### config.mk
export PLATFORM = sky130hd
export DESIGN_NAME = pool_channel_serializer
export DESIGN_NICKNAME = d
export VERILOG_FILES = /design/src/rtl/cnn_pkg.sv /design/src/rtl/vector_fifo.sv /design/src/rtl/pool_channel_serializer.sv
export SDC_FILE = /design/constraint.sdc
export NUM_CORES = 1
export LEC_CHECK = 0
export ABC_AREA = 1
export ABC_CLOCK_PERIOD_IN_PS = 4700
export BUFFER_PORTS_ARGS = -buffer_cell sky130_fd_sc_hd__buf_2
export CORE_MARGIN = 5
export CORE_UTILIZATION = 56
export DETAILED_ROUTE_END_ITERATION = 12
export PLACE_DENSITY = 0.76
export SKIP_CTS_REPAIR_TIMING = 1
export SLEW_MARGIN = 20
export SYNTH_ARGS = -nofsm -noshare
export SYNTH_HDL_FRONTEND = slang
export SYNTH_SLANG_ARGS = --single-unit
### constraint.sdc
create_clock -name clk -period 4.7 [get_ports clk]
set_clock_uncertainty 0.1 [all_clocks]
set_input_delay 0.705 -clock clk [delete_from_list [all_inputs] [get_ports clk]]
set_output_delay 0.705 -clock clk [all_outputs]
set_load 0.02 [all_outputs]
### src/rtl/cnn_pkg.sv
`default_nettype none
// ============================================================================
//  Module      : cnn_pkg
//  Description : Shared definitions for the CNN streaming blocks: a width
//                helper that never returns less than one bit, and the state
//                type of the channel serializer's read FSM.
//  Ports       : none (package)
//  Revision    : 1.0 - initial release
// ============================================================================
package cnn_pkg;

    // $clog2 clamped to at least 1 so that degenerate sizes still give a
    // legal vector width.
    function automatic int clog2_min1(input int value);
        int r;
        r = $clog2(value);
        return (r < 1) ? 1 : r;
    endfunction

    typedef enum logic {
        IDLE = 1'b0,
        EMIT = 1'b1
    } ser_state_t;

endpackage
`default_nettype wire

### src/rtl/vector_fifo.sv
`default_nettype none
// ============================================================================
//  Module      : vector_fifo
//  Description : Register FIFO of Depth entries, each one complete pixel
//                vector. Depth need not be a power of two; pointers wrap
//                explicitly. A push into a full FIFO is accepted only when a
//                pop happens in the same cycle.
//  Ports       : clk, res_n      - clock, async active-low reset
//                push_i, din_i   - write request and vector
//                pop_i           - drop the head entry (only when non-empty)
//                head_o, next_o  - oldest and second-oldest entries
//                count_o, full_o - occupancy and full flag
//  Revision    : 1.0 - initial release
// ============================================================================
module vector_fifo
    import cnn_pkg::*;
#(
    parameter int Depth = 4,
    parameter int Width = 64
) (
    input  logic                           clk,
    input  logic                           res_n,
    input  logic                           push_i,
    input  logic                           pop_i,
    input  logic [Width-1:0]               din_i,
    output logic [Width-1:0]               head_o,
    output logic [Width-1:0]               next_o,
    output logic [clog2_min1(Depth+1)-1:0] count_o,
    output logic                           full_o
);
    localparam int PW = clog2_min1(Depth);
    localparam int CW = clog2_min1(Depth + 1);
    localparam logic [PW-1:0] LAST_PTR = PW'(Depth - 1);
    localparam logic [CW-1:0] FULL_CNT = CW'(Depth);

    logic [Width-1:0] mem_q [Depth];
    logic [PW-1:0]    wr_ptr_q;
    logic [PW-1:0]    rd_ptr_q;
    logic [PW-1:0]    rd_next;
    logic [CW-1:0]    count_q;
    logic             wr_en;

    function automatic logic [PW-1:0] ptr_inc(input logic [PW-1:0] p);
        return (p == LAST_PTR) ? '0 : p + PW'(1);
    endfunction

    assign full_o  = (count_q == FULL_CNT);
    assign count_o = count_q;
    // When full, the slot being written is the head being popped this cycle.
    assign wr_en   = push_i && (!full_o || pop_i);
    assign rd_next = ptr_inc(rd_ptr_q);
    assign head_o  = mem_q[rd_ptr_q];
    assign next_o  = mem_q[rd_next];

    // Storage carries no reset: occupancy is defined by the pointers alone.
    always_ff @(posedge clk) begin
        if (wr_en) begin
            mem_q[wr_ptr_q] <= din_i;
        end
    end

    always_ff @(posedge clk or negedge res_n) begin
        if (!res_n) begin
            wr_ptr_q <= '0;
            rd_ptr_q <= '0;
            count_q  <= '0;
        end else begin
            if (wr_en) begin
                wr_ptr_q <= ptr_inc(wr_ptr_q);
            end
            if (pop_i) begin
                rd_ptr_q <= rd_next;
            end
            case ({wr_en, pop_i})
                2'b10:   count_q <= count_q + CW'(1);
                2'b01:   count_q <= count_q - CW'(1);
                default: count_q <= count_q;
            endcase
        end
    end

endmodule
`default_nettype wire

### src/rtl/pool_channel_serializer.sv
`default_nettype none
// ============================================================================
//  Module      : pool_channel_serializer
//  Description : Gathers per-kernel pooled values arriving on shared PE lanes
//                into complete pixel vectors, buffers them in a vector FIFO
//                and replays each vector as a channel-ordered single-lane
//                ready/valid stream.
//  Ports       : clk, res_n             - clock, async active-low reset
//                in_valid, in_data      - per-channel strobes, lane data
//                out_ready, out_valid   - output handshake
//                out_data, out_channel  - channel value and index
//                out_last               - final channel of a vector
//                fifo_count             - stored complete vectors
//                overflow, collision    - sticky error flags
//  Revision    : 1.0 - initial release
// ============================================================================
module pool_channel_serializer
    import cnn_pkg::*;
#(
    parameter int NumberOfK          = 8,
    parameter int ProcessingElements = 2,
    parameter int BitSize            = 8,
    parameter int Depth              = 4
) (
    input  logic                                  clk,
    input  logic                                  res_n,
    input  logic [NumberOfK-1:0]                  in_valid,
    input  logic [ProcessingElements*BitSize-1:0] in_data,
    input  logic                                  out_ready,
    output logic                                  out_valid,
    output logic [BitSize-1:0]                    out_data,
    output logic [clog2_min1(NumberOfK)-1:0]      out_channel,
    output logic                                  out_last,
    output logic [clog2_min1(Depth+1)-1:0]        fifo_count,
    output logic                                  overflow,
    output logic                                  collision
);
    localparam int CHW  = clog2_min1(NumberOfK);
    localparam int CNTW = clog2_min1(Depth + 1);
    localparam int VW   = NumberOfK * BitSize;
    localparam logic [CHW-1:0]  LAST_CH = CHW'(NumberOfK - 1);
    localparam logic [CHW-1:0]  FIRST_CH = '0;
    localparam logic [CNTW-1:0] ONE_VEC = CNTW'(1);

    logic [VW-1:0]        asm_data_q, asm_data_d;
    logic [NumberOfK-1:0] asm_mask_q, asm_mask_d;
    logic                 complete;
    logic                 overflow_q, collision_q;

    logic                 fifo_full, fifo_pop;
    logic [VW-1:0]        head_vec, next_vec;
    logic [CNTW-1:0]      count;

    ser_state_t           state_q;
    logic                 out_valid_q;
    logic [BitSize-1:0]   out_data_q;
    logic [CHW-1:0]       out_channel_q;
    logic                 out_last_q;

    function automatic logic [BitSize-1:0] word_of(input logic [VW-1:0] v,
                                                   input logic [CHW-1:0] c);
        return v[int'(c)*BitSize +: BitSize];
    endfunction

    // Merge this cycle's strobes over the held partial vector. Strobes in the
    // completing cycle are part of the pushed vector, so the FIFO is fed from
    // the merged value rather than the register.
    always_comb begin
        asm_data_d = asm_data_q;
        for (int k = 0; k < NumberOfK; k++) begin
            if (in_valid[k]) begin
                asm_data_d[k*BitSize +: BitSize] =
                    in_data[(k % ProcessingElements)*BitSize +: BitSize];
            end
        end
        complete   = &(asm_mask_q | in_valid);
        asm_mask_d = complete ? '0 : (asm_mask_q | in_valid);
    end

    always_ff @(posedge clk or negedge res_n) begin
        if (!res_n) begin
            asm_data_q  <= '0;
            asm_mask_q  <= '0;
            overflow_q  <= 1'b0;
            collision_q <= 1'b0;
        end else begin
            asm_data_q <= asm_data_d;
            asm_mask_q <= asm_mask_d;
            if (|(in_valid & asm_mask_q)) begin
                collision_q <= 1'b1;
            end
            if (complete && fifo_full && !fifo_pop) begin
                overflow_q <= 1'b1;
            end
        end
    end

    assign fifo_pop = (state_q == EMIT) && out_valid_q && out_ready &&
                      (out_channel_q == LAST_CH);

    vector_fifo #(
        .Depth (Depth),
        .Width (VW)
    ) u_vector_fifo (
        .clk     (clk),
        .res_n   (res_n),
        .push_i  (complete),
        .pop_i   (fifo_pop),
        .din_i   (asm_data_d),
        .head_o  (head_vec),
        .next_o  (next_vec),
        .count_o (count),
        .full_o  (fifo_full)
    );

    // Read FSM. Output words are loaded one cycle ahead of acceptance; on the
    // final word the next vector (second FIFO entry) is preloaded so that
    // stored vectors stream without a bubble.
    always_ff @(posedge clk or negedge res_n) begin
        if (!res_n) begin
            state_q       <= IDLE;
            out_valid_q   <= 1'b0;
            out_data_q    <= '0;
            out_channel_q <= '0;
            out_last_q    <= 1'b0;
        end else begin
            case (state_q)
                IDLE: begin
                    if (count != '0) begin
                        state_q       <= EMIT;
                        out_valid_q   <= 1'b1;
                        out_channel_q <= FIRST_CH;
                        out_data_q    <= word_of(head_vec, FIRST_CH);
                        out_last_q    <= (LAST_CH == FIRST_CH);
                    end
                end
                EMIT: begin
                    if (out_ready) begin
                        if (out_channel_q == LAST_CH) begin
                            if (count > ONE_VEC) begin
                                out_channel_q <= FIRST_CH;
                                out_data_q    <= word_of(next_vec, FIRST_CH);
                                out_last_q    <= (LAST_CH == FIRST_CH);
                            end else begin
                                state_q       <= IDLE;
                                out_valid_q   <= 1'b0;
                                out_data_q    <= '0;
                                out_channel_q <= '0;
                                out_last_q    <= 1'b0;
                            end
                        end else begin
                            out_channel_q <= out_channel_q + CHW'(1);
                            out_data_q    <= word_of(head_vec, out_channel_q + CHW'(1));
                            out_last_q    <= ((out_channel_q + CHW'(1)) == LAST_CH);
                        end
                    end
                end
                default: state_q <= IDLE;
            endcase
        end
    end

    assign out_valid   = out_valid_q;
    assign out_data    = out_data_q;
    assign out_channel = out_channel_q;
    assign out_last    = out_last_q;
    assign fifo_count  = count;
    assign overflow    = overflow_q;
    assign collision   = collision_q;

endmodule
`default_nettype wire

==> results_dict.tcl <==
set metrics [dict create \
    outcome "finished clean" \
    syn-cell-area_um2 14990 \
    root_buffer "clkbuf_16" \
    syn_inst 1449 \
    yosysUniqueCellTypes 31 \
    cp-end-kind "register" \
    highest_layer "met4" \
    rsz0062_at_grt "no" \
    met1_length_um 14350 \
    nFillCells 1965 \
    wl_met3_um 3012 \
    setup_viol 0 \
    period_share_pct 65.62 \
    ant_nets 0 \
    whs_ps 205.4 \
    dieHeight_um 173.6 \
    n_antenna_cell 0 \
    min_path_type "input pin to async pin" \
    leakage_nw 7.256 \
    start_kind "register" \
    total_power_mw 10.69 \
    ys_warn_count 0 \
    r2r-end "out_data[4]" \
    cts.sinks 351 \
    dp_hpwl_um 21360 \
    p_per_area_nw_per_um2 640.7 \
    reg2reg_depth 12 \
    cp.required_ps 5010 \
    drc 0 \
    r2r-start "u_vector_fifo.rd_ptr_q[0]" \
    wl_met2_um 16920 \
    vias_per_cell 5.515 \
    arrival_ps 3390 \
    clk_latency_ps 520 \
    grt_max_degree 87 \
    fmax_mhz 324.2 \
    final_common_cell "nand2_1" \
    routed-via-count 10153 \
    core_um2 26210 \
    antenna_found_initial 0 \
    routabilityCongestion 0.8658 \
    fp-row-count 59 \
    place_ws_ps 1443 \
    cts_max_path_buffers 3 \
    start_util_pct 57.20 \
    port_buffers 44 \
    tightestPinTransition_ps 1020 \
    wl_um 35370 \
    slew_headroom_pct 31.77 \
    nNetsFinal 1517 \
    clk_pin_slew_ps 60 \
    grt_pass1_wl_um 55110 \
    cts_tree "yes" \
    syn_avg_cell_area_um2 10.35 \
    grt_pass1_vias 9744 \
    path_max_fanout 86 \
    grt-ovfl-total 0 \
    rrSetupSlack_ps 1620 \
    synth_nets 1489 \
    drv_cap 0 \
    drive_above_1_share_pct 10.03 \
    die_w_um 173.6 \
    dr.pass1.iters 5 \
    cts_made_buffers 37 \
    setup_slack_ps 1616 \
    mostFrequentLayoutCells "nand2_1, edfxtp_1, nand3_1" \
    pin_count 45 \
    final_hold_viol_count 0 \
    h-tree-depth 2 \
    irDropWorstVdd_v 0.0005105 \
    ys_seq_area_share_pct 67.14 \
    synthToLayoutAreaGrowth_pct 11.31 \
    routedWlPerCell_um 19.21 \
    drt-initial-drc-count 1241 \
    fin_crit_ps 3084 \
    ys_ff_latch 351 \
    worstSetupPathType "register to register" \
    grt_usage_pct 23.37 \
    drv_slew 0 \
    dieArea_um2 30140 \
]
flip-flops by register name (all words and copies together) (netlist names), 2 cells and up:
signal	count
u_vector_fifo.count_o	3
u_vector_fifo.wr_ptr_q	2
u_vector_fifo.mem_q	256
u_vector_fifo.rd_ptr_q	2
asm_data_q	64
asm_mask_q	8
out_channel	3
out_data	8
area by class of cell:
cell class	count	area, um2	area share (%)
Sequential cell	351	10070	60.35
Multi-Input combinational cell	874	4009	24.03
Clock buffer	58	1137	6.816
Inverter	156	589.3	3.532
Tap cell	335	419.2	2.512
Timing Repair Buffer	57	382.9	2.295
Clock inverter	10	78.83	0.4724
synth_stat cells:
library cell,number,area share [%]
nand4_1,2,0.083
mux2_2,24,1.8
a32o_1,1,0.067
nor4_2,1,0.083
nand3_1,184,6.1
o211ai_1,8,0.40
a21oi_1,15,0.50
or2_2,4,0.17
nor2_2,1,0.042
ha_1,13,1.1
nor2_1,46,1.2
buf_1,4,0.10
xnor2_1,2,0.12
a22o_1,1,0.058
dfrtp_1,95,16
buf_2,31,1.0
xor2_1,1,0.058
clkinv_1,3,0.075
clkbuf_1,17,0.43
nand2_1,528,13
a31oi_1,1,0.042
o22ai_1,1,0.042
buf_6,2,0.15
edfxtp_1,256,51
o21ai_0,33,1.1
nor4_1,1,0.042
o21ai_1,5,0.17
inv_1,153,3.8
buf_4,14,0.70
a221oi_1,1,0.058
nor3_4,1,0.11
metal layers:
metal  track usage, %  vias up
met5                0        -
met4            8.050        0
met3            4.733       77
met2            38.05      451
met1            31.82     4822
li1                 -     4803
report_power, final:
part | total (mW) | switching, mW | internal, mW | leakage [nW]
clock network | 2.88 | 1.16 | 1.72 | 0.601
registers | 4.24 | 0.304 | 3.94 | 3.46
logic | 3.57 | 2.56 | 1.01 | 3.20
total | 10.7 | 4.02 | 6.67 | 7.26
critical path, stage by stage, from the launching register on:
cell     delay, ps
dfrtp_4       1070
inv_4          470
buf_12         340
nand2_1        110
nand2_1         50
nand2_1         60
nand3_1        140
nand3_1        150
nand2_1        100
nand2_1         80
nand3_1         90
nand2_1         70
nand2_1         50
cells by family after synthesis:
kind of cell / share of synthesized area, %
adder cells (fa/ha/maj): 1.085
buffers and inverters: 6.318
AND/OR/NAND/NOR: 21.04
AO/OA/AOI/OAI: 2.437
XOR/XNOR: 0.1753
flip-flops: 67.14
multiplexers: 1.803
how the worst max path moves through the flow:
stage / startpoint / endpoint / slack [ps] / cells after the start
floorplan: out_channel[1] / u_vector_fifo.mem_q[0][0] / -70 / 8
global placement: in_valid[6] / u_vector_fifo.mem_q[3][45] / 1470 / 6
detailed placement: in_valid[6] / u_vector_fifo.mem_q[3][45] / 1440 / 6
CTS: u_vector_fifo.rd_ptr_q[0] / out_data[4] / 1650 / 12
global route: u_vector_fifo.rd_ptr_q[0] / out_data[4] / 1450 / 12
finish: u_vector_fifo.rd_ptr_q[0] / out_data[4] / 1620 / 12
through the flow:
stage	instance area (um2)	TNS, ps	std cells	util, %
floorplan	14990	-18280	1449	-
global placement	15470	0	1773	59.03
detailed placement	15470	0	1773	59.03
CTS	16680	0	1841	63.67
global route	16690	0	1841	63.67
finish	16690	0	1841	63.67
(Power assumes the default switching activity.)
